## src/rtl/exec_writeback.sv

```systemverilog
// exec_writeback: buffers execution results in an in-order FIFO and drains them into the register-file write port.
`ifndef DATA_WIDTH
`define DATA_WIDTH 32
`endif
module exec_writeback #(
    parameter int DEPTH  = 4,
    parameter int PTR_W  = 2,
    parameter int REG_AW = 5
) (
    input  logic                   clk,
    input  logic                   reset,
    input  logic                   Result_valid,
    input  logic [`DATA_WIDTH-1:0] Execution_Result,
    input  logic [REG_AW-1:0]      res_rd,
    input  logic                   flush,
    output logic                   system_stall,
    output logic                   rf_wr_en,
    output logic [REG_AW-1:0]      rf_wr_addr,
    output logic [`DATA_WIDTH-1:0] rf_wr_data,
    input  logic                   rf_wr_ready,
    input  logic [REG_AW-1:0]      byp_addr,
    output logic                   byp_hit,
    output logic [`DATA_WIDTH-1:0] byp_data,
    output logic                   overflow
);
    logic [REG_AW-1:0]      r_rd   [DEPTH];
    logic [`DATA_WIDTH-1:0] r_data [DEPTH];
    logic [PTR_W-1:0]       r_wr_ptr, r_rd_ptr;
    logic [PTR_W:0]         r_count;
    logic                   r_stall, r_ovf;
    logic                   w_full, w_valid_res, w_push, w_pop;
    logic [PTR_W:0]         w_count_next;
    logic [PTR_W-1:0]       w_idx;
    logic                   w_byp_hit;
    logic [`DATA_WIDTH-1:0] w_byp_data;

    assign w_full       = r_count == (PTR_W+1)'(DEPTH);
    assign w_valid_res  = Result_valid && res_rd != '0;
    assign w_push       = w_valid_res && !w_full && !flush;
    assign w_pop        = rf_wr_en && rf_wr_ready;
    assign w_count_next = flush ? '0 : r_count + (PTR_W+1)'(w_push) - (PTR_W+1)'(w_pop);

    assign rf_wr_en     = r_count != '0;
    assign rf_wr_addr   = r_rd[r_rd_ptr];
    assign rf_wr_data   = r_data[r_rd_ptr];
    assign system_stall = r_stall;
    assign overflow     = r_ovf;
    assign byp_hit      = w_byp_hit;
    assign byp_data     = w_byp_data;

    always_ff @(posedge clk or posedge reset) begin
        if (reset) begin
            r_wr_ptr <= '0;
            r_rd_ptr <= '0;
            r_count  <= '0;
            r_stall  <= 1'b0;
            r_ovf    <= 1'b0;
        end else begin
            r_wr_ptr <= flush ? '0 : r_wr_ptr + PTR_W'(w_push);
            r_rd_ptr <= flush ? '0 : r_rd_ptr + PTR_W'(w_pop);
            r_count  <= w_count_next;
            r_stall  <= w_count_next >= (PTR_W+1)'(DEPTH-1);
            r_ovf    <= r_ovf | (w_valid_res && w_full);
        end
    end

    always_ff @(posedge clk) begin
        if (w_push) begin
            r_rd[r_wr_ptr]   <= res_rd;
            r_data[r_wr_ptr] <= Execution_Result;
        end
    end

    // Walk oldest to youngest so the last match left standing is the youngest.
    always_comb begin
        w_byp_hit  = 1'b0;
        w_byp_data = '0;
        w_idx      = '0;
        for (int k = 0; k < DEPTH; k++) begin
            w_idx = r_rd_ptr + PTR_W'(k);
            if (byp_addr != '0 && (PTR_W+1)'(k) < r_count && r_rd[w_idx] == byp_addr) begin
                w_byp_hit  = 1'b1;
                w_byp_data = r_data[w_idx];
            end
        end
    end
endmodule
```

## config.mk

```make
export PLATFORM = sky130hd
export DESIGN_NAME = exec_writeback
export DESIGN_NICKNAME = d
export VERILOG_FILES = /design/src/rtl/exec_writeback.sv
export SDC_FILE = /design/constraint.sdc
export NUM_CORES = 1
export LEC_CHECK = 0
export CAP_MARGIN = 30
export CORE_MARGIN = 4
export CORE_UTILIZATION = 38
export CTS_CLUSTER_DIAMETER = 150
export DETAILED_ROUTE_END_ITERATION = 7
export SYNTH_ARGS = -nofsm -noshare
export SYNTH_HDL_FRONTEND = slang
export SYNTH_SLANG_ARGS = --single-unit
export TNS_END_PERCENT = 10
```

## constraint.sdc

```tcl
create_clock -name clk -period 5.6 [get_ports clk]
set_input_delay 1.12 -clock clk [delete_from_list [all_inputs] [get_ports clk]]
set_output_delay 1.12 -clock clk [all_outputs]
set_load 0.005 [all_outputs]
```

==> flow_summary.json, run 1 <==
{
  "status": "finished clean",
  "ant_nets": 0,
  "drc": 0,
  "routed_wl_um": 25100,
  "grt_pass1_wl_um": 39300,
  "layout_common_cells": "148 x edfxtp_1, 119 x clkdlybuf4s50_1, 78 x mux4_2",
  "cp_max_fo": 56,
  "crit_type": "reg2out",
  "reg2regPathDepth": 11,
  "layout.nets": 860,
  "ir_drop_mv": 0.197,
  "wire_per_inst_um": 21.8,
  "cp-endpoint": "byp_data[26]",
  "min_period_ps": 5290,
  "cts_buffers": 17,
  "place.gp.congestion": 0.837,
  "track_usage_pct": 17.8,
  "dp_hpwl_um": 16300,
  "critPathMostFrequentCell": "buf_4",
  "cp-startpoint": "r_rd_ptr[0]$_DFF_PP0_",
  "io_buffer_count": 119,
  "grt_pass1_vias": 6914,
  "setup_tns_ps": 0,
  "synth_mux_area_share_pct": 27.5,
  "synth_flop_cell": "edfxtp_1",
  "layout_commonest_cell": "edfxtp_1",
  "clk_root_buffer_cell": "clkbuf_16",
  "p_leak_nw": 3.56,
  "grt_overflow": 0,
  "cts_tree": "done",
  "synthCells": 715,
  "first_pass_iters": 5,
  "synthXorXnorAreaFrac_pct": 2.05,
  "fp-row-count": 58,
  "synth_cell_types": 44,
  "synth-simple-area-share_pct": 7.61,
  "synth_top_family_by_area": "multiplexers",
  "vias": 6791,
  "whs_ps": 493,
  "io_pins": 120,
  "yosysWarnings": 0,
  "core_um2": 25200,
  "instances_no_fill": 1149,
  "holdBufCountCts": 0,
  "cp.arrival_ps": 4170,
  "insertedDiodeCount": 0,
  "path_cells": "buf_4 > buf_4 > mux4_2 > or3b_1 > mux2_2 > o21ai_1 > clkdlybuf4s50_1",
  "worstPathRequired_ps": 4480,
  "clkLatencyLatePin_ps": 430,
  "avgViaCountPerCell": 5.91,
  "cts.path.max_buffers": 2,
  "fin_skew_ps": 16.8,
  "synth.net_count": 769,
  "max_freq_ghz": 0.189,
  "regToRegSetupSlack_ps": 2930,
  "timing.slew.headroom_pct": 36.1,
  "worst_hold_path_type": "reg2reg",
  "avgSynthCellArea_um2": 13.6,
  "drv_cap": 0,
  "die_h_um": 168,
  "min_period_over_period_pct": 94.5,
  "clock_sinks": 157,
  "critPathCaptureType": "output pin",
  "grt_setup_unrepaired": "false",
  "async_flop_share_pct": 5.73,
  "synth_edf_count": 148,
  "grt_max_degree": 96,
  "cts_resized": 0,
  "syn_area_um2": 9750,
  "critPathSlowestCell": "buf_4",
  "finalSetupViolations": 0,
  "finalMaxSlewViolations": 0,
  "hold_viol": 0,
  "clkTransAtPathRegs_ps": 70,
  "synth_fa_ha_area_share_pct": 0.975,
  "power_density_nw_per_um2": 371,
  "synth_seq_cells": 157,
  "reg2reg_to": "system_stall$_DFF_PP0_",
  "drt_iter0_drc": 594,
  "worst_pin_slew_ps": 958,
  "worstReg2RegStart": "r_count[0]$_DFF_PP0_",
  "dp.cells": 1117,
  "die-area_um2": 28300,
  "ys_seq_area_share_pct": 47.9,
  "area_growth_pct": 21.9,
  "final_layout_size_suffix_gt1_share_pct": 24.1,
  "antenna_found_initial": 1,
  "synth_compound_area_share_pct": 10.1,
  "cts_max_level": 4,
  "die_w_um": 168,
  "postCtsSetupRepairBufs": 0,
  "start_kind": "flop",
  "start_util_pct": 38.7,
  "critPathMaxStageDelay_ps": 810,
  "fin_util_pct": 47.2
}
## metal layers
metal  global-route usage (%)  share of wire (%)
met5                        0              0.052
met4                     5.33                1.9
met3                     3.50                4.4
met2                     31.0                 52
met1                     22.4                 42
## state kept, by name (all words and copies together) (netlist names)
name          flops
r_rd_ptr          2
overflow          1
r_wr_ptr          2
r_rd             20
system_stall      1
r_data          128
r_count           3
## layout make-up
type	instances	area (um^2)
inverter	9	33.8
fill	2172	13300
sequential	157	4680
timing repair buffer	141	1400
clock inverter	12	170
clock buffer	20	437
tap	330	413
multi-input combinational	480	4750
## power breakdown
group	internal, W	switching (W)	leakage [nW]	total [W]
Combinational	0.000945	0.000847	1.82	0.00179
Clock	0.000742	0.000440	0.287	0.00118
Sequential	0.00136	0.0000779	1.45	0.00143
Total	0.00304	0.00137	3.56	0.00441
## cells in the mapped netlist, drive strengths merged, types with 2 or more instances
| library cell | count | area, um^2 |
|---|---|---|
| a211oi | 2 | 20.0 |
| a21oi | 32 | 160 |
| a31oi | 32 | 200 |
| and2 | 2 | 12.5 |
| buf | 43 | 239 |
| clkbuf | 26 | 97.6 |
| dfrtp | 9 | 225 |
| edfxtp | 148 | 4440 |
| ha | 6 | 75.1 |
| inv | 9 | 33.8 |
| mux2 | 40 | 450 |
| mux2i | 32 | 320 |
| mux4 | 84 | 1910 |
| nand2 | 60 | 225 |
| nand3 | 2 | 10.0 |
| nand4 | 3 | 25.0 |
| nor2 | 42 | 160 |
| nor2b | 3 | 18.8 |
| nor3 | 34 | 170 |
| o211ai | 24 | 180 |
| o21ai | 17 | 85.1 |
| o221ai | 25 | 307 |
| or3b | 9 | 78.8 |
| xnor2 | 19 | 174 |
| xor2 | 3 | 26.3 |
## worst min-delay path by stage
stage	slack, ps	start	end	cells past startpoint
after CTS	500	overflow$_DFF_PP0_	overflow$_DFF_PP0_	2
after detailed placement	470	overflow$_DFF_PP0_	overflow$_DFF_PP0_	2
after floorplan	450	overflow$_DFF_PP0_	overflow$_DFF_PP0_	2
after global routing	520	overflow$_DFF_PP0_	overflow$_DFF_PP0_	2
final	490	overflow$_DFF_PP0_	overflow$_DFF_PP0_	2
after global placement	480	overflow$_DFF_PP0_	overflow$_DFF_PP0_	2
## through the flow
stage / setup slack (ps) / instance area, um^2 / power (W)
2_1_floorplan: 770 / 9750 / 0.00268
3_3_place_gp: 370 / 11300 / 0.00322
3_5_place_dp: 509 / 11300 / 0.00327
4_1_cts: 233 / 11900 / 0.00446
5_1_grt: 26.6 / 11900 / 0.00465
6_report: 306 / 11900 / 0.00441
## cells by family after synthesis
logic type	after synthesis
simple gates	159
flops	157
mux	156
compound gates	136
buf+inv	78
xor+xnor	22
fa+ha+maj	7
## worst max-delay path, delay by kind of cell, from the launching register on
kind	cells	cell delay (ps)
buffers and inverters	3	1920
DFF	1	640
and+or+nand+nor	1	340
AOI/OAI and AO/OA	1	160
muxes	2	640
Power figures use the tool's default switching activity.
==> inputs of run 2 (changes only) <==
==> constraint.sdc (replaced) <==
create_clock -name clk -period 5.4 [get_ports clk]
set_input_delay 1.08 -clock clk [delete_from_list [all_inputs] [get_ports clk]]
set_output_delay 1.08 -clock clk [all_outputs]
set_load 0.005 [all_outputs]
==> run 2 against run 1 <==
Net effect: routed wire length grew 2.0%; first-iteration DRC count shrank 2.4%; critical path depth grew 2; clock power grew 7%; worst setup slack gained 61 ps; power grew 4.6%; combinational power grew 3%; final area grew 0.41%; via count grew 1.6%; hold slack lost 19 ps; register-to-register slack lost 260 ps; sequential share of layout area shrank 0.16 points; largest cell class unchanged; largest power group unchanged; highest routed layer is now met4.
==> flow_summary.json, run 2 (same netlist as run 1, synthesis figures left out) <==
{
  "status": "finished clean",
  "io_pins": 120,
  "clkTransAtPathRegs_ps": 70,
  "die-area_um2": 28300,
  "crit_type": "reg2out",
  "place_area_um2": 11300,
  "ir_drop_mv": 0.228,
  "worst_hold_path_type": "reg2reg",
  "core_um2": 25200,
  "grt_overflow": 0,
  "area_growth_pct": 22.4,
  "grt_pass1_wl_um": 40300,
  "holdBufCountCts": 0,
  "stdcell_area_um2": 11900,
  "finalSetupViolations": 0,
  "clock_sinks": 157,
  "max_freq_ghz": 0.199,
  "hold_viol": 0,
  "first_pass_iters": 5,
  "layout_commonest_cell": "edfxtp_1",
  "grt_pass1_vias": 7050,
  "critPathCaptureType": "output pin",
  "drt_iter0_drc": 580,
  "reg_top3": "r_data (128), r_rd (20), r_count (3)",
  "postCtsSetupRepairBufs": 0,
  "cts_max_level": 4,
  "track_usage_pct": 18.2,
  "fin_util_pct": 47.4,
  "die_w_um": 168,
  "min_period_ps": 5030,
  "io_buffer_count": 119,
  "worstPathRequired_ps": 4320,
  "wire_per_inst_um": 22.2,
  "grt_setup_unrepaired": "false",
  "cts_buffers": 17,
  "setup_ws_ps": 366,
  "regToRegSetupSlack_ps": 2670,
  "layout.nets": 862,
  "dp_hpwl_um": 16800,
  "cts.path.max_buffers": 2,
  "worst_pin_slew_ps": 830,
  "start_kind": "flop",
  "vias": 6898,
  "cp_max_fo": 68,
  "avgViaCountPerCell": 5.99,
  "fp-row-count": 58,
  "drc": 0,
  "largest_reg_flops": 128,
  "drv_cap": 0,
  "finalMaxSlewViolations": 0,
  "antenna_found_initial": 0,
  "cts_tree": "done",
  "routed_wl_um": 25600,
  "fin_skew_ps": 8.93,
  "power_density_nw_per_um2": 387,
  "start_util_pct": 38.7,
  "placement.setup.worst_slack_ps": 349,
  "grt_max_degree": 74,
  "final_layout_size_suffix_gt1_share_pct": 24.7,
  "timing.slew.headroom_pct": 44.5,
  "largest_register": "r_data",
  "ant_nets": 0,
  "p_leak_nw": 3.60,
  "layout_common_cells": "148 x edfxtp_1, 119 x clkdlybuf4s50_1, 78 x mux4_2",
  "clk_root_buffer_cell": "clkbuf_16",
  "min_period_over_period_pct": 93.2,
  "cp.arrival_ps": 3950,
  "clkLatencyLatePin_ps": 420,
  "place.gp.congestion": 0.818,
  "cts_resized": 0,
  "setup_tns_ps": 0,
  "insertedDiodeCount": 0,
  "die_h_um": 168
}
-- run 2: final timing paths --
kind / cells past startpoint / end / start
hold / removal: 2 / overflow$_DFF_PP0_ / overflow$_DFF_PP0_
max in group asynchronous: 2 / r_rd_ptr[0]$_DFF_PP0_ / reset
setup reg to reg: 11 / system_stall$_DFF_PP0_ / r_count[0]$_DFF_PP0_
setup / recovery: 9 / byp_data[5] / r_rd_ptr[1]$_DFF_PP0_
hold reg to reg: 2 / overflow$_DFF_PP0_ / overflow$_DFF_PP0_
min in group asynchronous: 2 / r_count[1]$_DFF_PP0_ / reset
-- run 2: critical path, stage by stage (launching register included) --
cell,delay [ps]
dfrtp_4,610
buf_4,610
mux4_2,420
xnor2_1,170
nand4_1,140
or2_2,460
buf_4,240
a31oi_1,180
o221ai_1,180
clkdlybuf4s50_1,490
-- run 2: area by class of cell --
cell class,instances,area (um^2)
tap,330,413
clock inverter,15,198
inverter,9,33.8
sequential,157,4680
multi-input combinational,480,4750
clock buffer,17,425
timing repair buffer,143,1430
fill,2158,13200
-- run 2: per-stage QoR --
step,hold slack (ps),std cells,power (W)
6_report,474,1151,0.00461
5_1_grt,483,1151,0.00485
4_1_cts,471,1151,0.00466
3_5_place_dp,456,1119,0.00339
3_3_place_gp,463,1119,0.00334
2_1_floorplan,454,715,0.00278
-- run 2: per-layer routing --
| metal | routed length, um | track usage [%] | up-vias |
|---|---|---|---|
| li1 | - | - | 3074 |
| met1 | 10700 | 22.9 | 3553 |
| met2 | 13200 | 31.6 | 235 |
| met3 | 1280 | 3.83 | 36 |
| met4 | 395 | 5.33 | 0 |
| met5 | 0 | 0 | - |
-- run 2: power by group --
part / switching, W / total [W] / leakage (nW) / internal [W]
logic: 0.000874 / 0.00185 / 1.84 / 0.000980
clock network: 0.000517 / 0.00126 / 0.305 / 0.000745
registers: 0.0000915 / 0.00150 / 1.45 / 0.00140
total: 0.00148 / 0.00461 / 3.60 / 0.00313
